--- config.mk ---
export PLATFORM = sky130hd
export DESIGN_NAME = fetch_unit
export DESIGN_NICKNAME = d
export VERILOG_FILES = /design/src/rtl/fetch_unit.sv
export SDC_FILE = /design/constraint.sdc
export NUM_CORES = 1
export LEC_CHECK = 0
export CORE_MARGIN = 2
export CORE_UTILIZATION = 56
export DETAILED_ROUTE_END_ITERATION = 10
export PLACE_DENSITY = 0.87
export SETUP_SLACK_MARGIN = 0.5
export SLEW_MARGIN = 20
export SYNTH_ARGS = -nofsm -noshare
export SYNTH_HDL_FRONTEND = slang
export SYNTH_SLANG_ARGS = --single-unit
--- constraint.sdc ---
create_clock -name clk -period 2.55 [get_ports clk]
set_input_delay 0.51 -clock clk [delete_from_list [all_inputs] [get_ports clk]]
set_output_delay 0.51 -clock clk [all_outputs]
set_load 0.03 [all_outputs]
--- src/rtl/fetch_unit.sv ---
// Instruction fetch stage: owns the fetch PC, issues single-outstanding word reads,
// buffers returned words in a small FIFO and hands {instr, instr_pc} to the controller.
module fetch_unit #(
  parameter int          DEPTH    = 2,
  parameter logic [15:0] RESET_PC = 16'h0000
) (
  input  logic        clk,
  input  logic        rst,
  output logic        mem_req,
  output logic [15:0] mem_addr,
  input  logic        mem_ack,
  input  logic [15:0] mem_rdata,
  input  logic        redirect_en,
  input  logic [15:0] redirect_pc,
  output logic        instr_valid,
  input  logic        instr_ready,
  output logic [15:0] instr,
  output logic [15:0] instr_pc
);

  localparam int AW = (DEPTH > 1) ? $clog2(DEPTH) : 1;
  localparam int CW = AW + 1;

  typedef enum logic [1:0] {IDLE, WAIT, DISCARD} state_t;

  typedef struct packed {
    logic [15:0] word;
    logic [15:0] pc;
  } entry_t;

  state_t          state;
  logic [15:0]     fetch_pc;
  entry_t          fifo [DEPTH];
  logic [AW-1:0]   rd_ptr, wr_ptr;
  logic [CW-1:0]   count;

  logic            push, pop, can_issue;
  logic [CW-1:0]   count_next, count_kept;
  logic [AW-1:0]   rd_next, wr_next;
  entry_t          push_entry, head_next;
  logic [15:0]     discard_pc;

  // Redirect voids both a same-cycle push and a same-cycle pop.
  always_comb begin
    push       = (state == WAIT) && mem_ack && !redirect_en;
    pop        = instr_valid && instr_ready && !redirect_en;
    push_entry = '{word: mem_rdata, pc: mem_addr};
    count_kept = count - CW'(pop);
    count_next = redirect_en ? '0 : count_kept + CW'(push);
    rd_next    = redirect_en ? '0 : rd_ptr + AW'(pop);
    wr_next    = redirect_en ? '0 : wr_ptr + AW'(push);
    can_issue  = count_next < CW'(DEPTH);
    // When nothing older survives the pop, the word arriving now becomes the head.
    head_next  = (count_kept == '0) ? push_entry : fifo[rd_next];
    discard_pc = redirect_en ? redirect_pc : fetch_pc;
  end

  always_ff @(posedge clk) begin
    if (push) fifo[wr_ptr] <= push_entry;
  end

  always_ff @(posedge clk or negedge rst) begin
    if (!rst) begin
      state       <= IDLE;
      fetch_pc    <= RESET_PC;
      mem_req     <= 1'b0;
      mem_addr    <= RESET_PC;
      count       <= '0;
      rd_ptr      <= '0;
      wr_ptr      <= '0;
      instr_valid <= 1'b0;
      instr       <= '0;
      instr_pc    <= '0;
    end else begin
      count       <= count_next;
      rd_ptr      <= rd_next;
      wr_ptr      <= wr_next;
      instr_valid <= (count_next != '0);
      if (count_next != '0) begin
        instr    <= head_next.word;
        instr_pc <= head_next.pc;
      end
      case (state)
        IDLE: begin
          if (redirect_en) begin
            fetch_pc <= redirect_pc;
            mem_req  <= 1'b1;
            mem_addr <= redirect_pc;
            state    <= WAIT;
          end else if (can_issue) begin
            mem_req  <= 1'b1;
            mem_addr <= fetch_pc;
            state    <= WAIT;
          end
        end
        WAIT: begin
          if (redirect_en) begin
            fetch_pc <= redirect_pc;
            if (mem_ack) mem_addr <= redirect_pc;
            else         state    <= DISCARD;
          end else if (mem_ack) begin
            fetch_pc <= fetch_pc + 16'd1;
            if (can_issue) begin
              mem_addr <= fetch_pc + 16'd1;
            end else begin
              mem_req <= 1'b0;
              state   <= IDLE;
            end
          end
        end
        DISCARD: begin
          // Stale read still on the bus: keep the request stable until it completes.
          if (redirect_en) fetch_pc <= redirect_pc;
          if (mem_ack) begin
            mem_addr <= discard_pc;
            state    <= WAIT;
          end
        end
        default: state <= IDLE;
      endcase
    end
  end

endmodule

==> impl_metrics.tcl <==
set metrics [dict create \
    status "finished clean" \
    yosysWarningCount 0 \
    grt_pass1_wl_um 31700 \
    drt-initial-drc-count 692 \
    wl_met2_um 10500 \
    finalCriticalPeriod_ns 2.27 \
    routed_wl_um 20800 \
    synth_fp_nets 646 \
    grt_overflow 0 \
    finalSetupViolCount 0 \
    drt-vias-per-instance 6.55 \
    grtUsageTotal 0.313 \
    cts_max_path_buffers 2 \
    critPathCaptureType "flop" \
    ff2ff_setup_slack_ns 0.28 \
    dr.pass1.iters 8 \
    port_buffers 86 \
    yosysSeqAreaShare 0.536 \
    hpwlAfterDp_um 12300 \
    p_leak_nw 3.71 \
    final_util 0.758 \
    gp_congestion 0.922 \
    relSlewSlack 0.532 \
    insertion_delay_ns 0.43 \
    antenna_cells 0 \
    pin_count 87 \
    netlist_top_cells_count "dfrtp_1 (72), edfxtp_1 (64), inv_1 (43)" \
    cts_tree "done" \
    synth_cell_types 79 \
    drive_above_1_share 0.244 \
    combPwrFrac 0.467 \
    async_flop_share 0.529 \
    slew_violations 0 \
    clkTransAtPathRegs_ns 0.06 \
    synth_most_common_cell "dfrtp_1" \
    post_drt_wl_per_cell_um 23.4 \
    critPathMaxFanout 17 \
    period_share 0.890 \
    power_switching_mw 4.91 \
    internal_power_mw 6.96 \
    powerDensity_nw_per_um2 1300 \
    finClkSkew_ns 0.00931 \
    grt_setup_unrepaired "yes" \
    met1_length_um 8070 \
    grt_pass1_vias 5961 \
    grt_max_degree 56 \
    die_w_um 115 \
    synth_edf_count 64 \
    grt_antenna_before_repair 0 \
    max_freq_mhz 441 \
    cp_data_arrival_time_ns 2.60 \
    p_total_mw 11.9 \
    num_vias 5806 \
    cts-root-buf "clkbuf_16" \
    synth_seq_cells 136 \
    pwr-share-clk 0.218 \
    num_rows 40 \
    die-area_um2 13300 \
    die_y_um 115 \
    yosys.area.top_type "edfxtp_1" \
    hold_class "input pin to async pin" \
    route.detailed.drc 0 \
    tightest_slew_ns 0.701 \
    syn_avg_cell_area_um2 11.5 \
    r2r-start "instr_valid$_DFF_PN0_" \
    core_area_um2 12100 \
    top_layer "met4" \
    synth_area_um2 6940 \
    seqPwrFrac 0.315 \
    switching_share 0.413 \
    cts_max_level 4 \
    crit_type "flop to flop" \
    postSynthCellCount 604 \
    route.met3.wl_um 1770 \
    maxCapViolations 0 \
    hold_viol 0 \
    final_nets 747 \
    max-vdd-ir-drop_mv 0.621 \
    ant_nets 0 \
    cts_buffers 17 \
    synth_top_area_frac 0.277 \
    yosys-top-cells-area "edfxtp_1 (28%), dfrtp_1 (26%), o211a_1 (4.6%), o211ai_1 (3.8%), o2bb2ai_1 (2.9%)" \
    initial_utilization 0.576 \
    required_ns 2.88 \
    r2r_cells 12 \
    areaGrowthSynthToFinish_pct 31.7 \
    clkSinkCount 136 \
    worstSetupStartpointType "flop" \
    synth-main-ff-cell "dfrtp_1" \
    reg2reg_to "instr[11]$_DFFE_PN0P_" \
]
-- how the worst max path moves through the flow --
stage / startpoint / end
3_5_place_dp: redirect_en / instr[4]$_DFFE_PN0P_
3_3_place_gp: redirect_en / instr_pc[5]$_DFFE_PN0P_
5_1_grt: instr_valid$_DFF_PN0_ / instr[11]$_DFFE_PN0P_
6_report: instr_valid$_DFF_PN0_ / instr[11]$_DFFE_PN0P_
2_1_floorplan: redirect_en / mem_addr[13]$_DFFE_PN0P_
4_1_cts: instr_valid$_DFF_PN0_ / instr[11]$_DFFE_PN0P_
-- layout by cell type (no fill, tap or decap), types with 17 or more instances in the layout --
cell	n
buf_4	41
clkbuf_16	17
clkdlybuf4s50_1	62
dfrtp_1	71
dlygate4sd2_1	18
edfxtp_1	64
inv_1	41
nand2_1	21
nor2_1	24
nor3_1	18
o211a_1	32
o211ai_1	35
o21ai_2	27
o2bb2ai_2	18
-- metrics by stage --
step | std cells | area [µm²] | TNS (ns) | hold WS (ns) | setup WS [ns]
5_1_grt | 886 | 9140 | 0 | 0.0671 | 0.227
3_3_place_gp | 843 | 8150 | -20.77 | 0.470 | -0.384
6_report | 886 | 9140 | 0 | 0.0363 | 0.281
3_5_place_dp | 843 | 8150 | -28.55 | 0.476 | -0.537
4_1_cts | 881 | 8940 | 0 | 0.0487 | 0.345
2_1_floorplan | 604 | 7020 | -0.0402 | 0.214 | -0.0116
-- layer usage --
metal  track usage  vias up
met1         0.395     2862
li1              -     2521
met3        0.0638       57
met2         0.524      366
met4         0.139        0
met5             0        -
-- cell type report --
class                   instances  area (µm²)
flip-flops and latches        136        3720
multi-input cells             366        3040
fillers                       721        2920
repair buffers                137        1340
clock buffers                  18         429
well taps                     168         210
inverters                      46         198
clock inverters                14         180
repair inverters                1        20.0
-- worst max-delay path, stage by stage (launching register included) --
cell	delay (ns)
dfrtp_2	0.43
and3_4	0.19
ha_4	0.26
inv_2	0.04
ha_4	0.15
xnor3_2	0.25
nand2b_4	0.18
clkinv_4	0.08
nor2_4	0.04
buf_12	0.17
inv_16	0.11
o21ai_1	0.08
o2bb2ai_1	0.19
-- sequential cells by signal (all words and copies together) (netlist names) --
signal	count
fifo	64
fetch_pc	16
instr	16
instr_pc	16
mem_addr	16
count	2
state	2
instr_valid	1
mem_req	1
rd_ptr	1
wr_ptr	1
-- cell families after synthesis --
group	Yosys count	share of synthesized area
AOI/OAI and AO/OA	215	0.258
xor gates and xnor gates	9	0.0135
adders and majority gates	5	0.00901
buffers and inverters	102	0.0663
DFF	136	0.536
muxes	9	0.0137
and+or+nand+nor	128	0.103
-- timing repair --
action | CTS | global route
pin swaps | 5 | 3
resized for setup | 53 | 34
setup buffers | 4 | 5
cloned | 2 | 0
endpoints found under the setup margin | 134 | 58
endpoints found under the hold margin | 0 | 0
hold buffers | 0 | 0
-- power by group through the flow --
stage	logic (mW)	clock network, mW	registers [mW]
finish	5.55	2.59	3.73
global route	5.82	2.70	3.79
CTS	5.20	2.57	3.66
detailed placement	4.91	0	3.69
global placement	4.75	0	3.66
floorplan	2.53	0	4.19
Power figures use the tool's default switching activity.
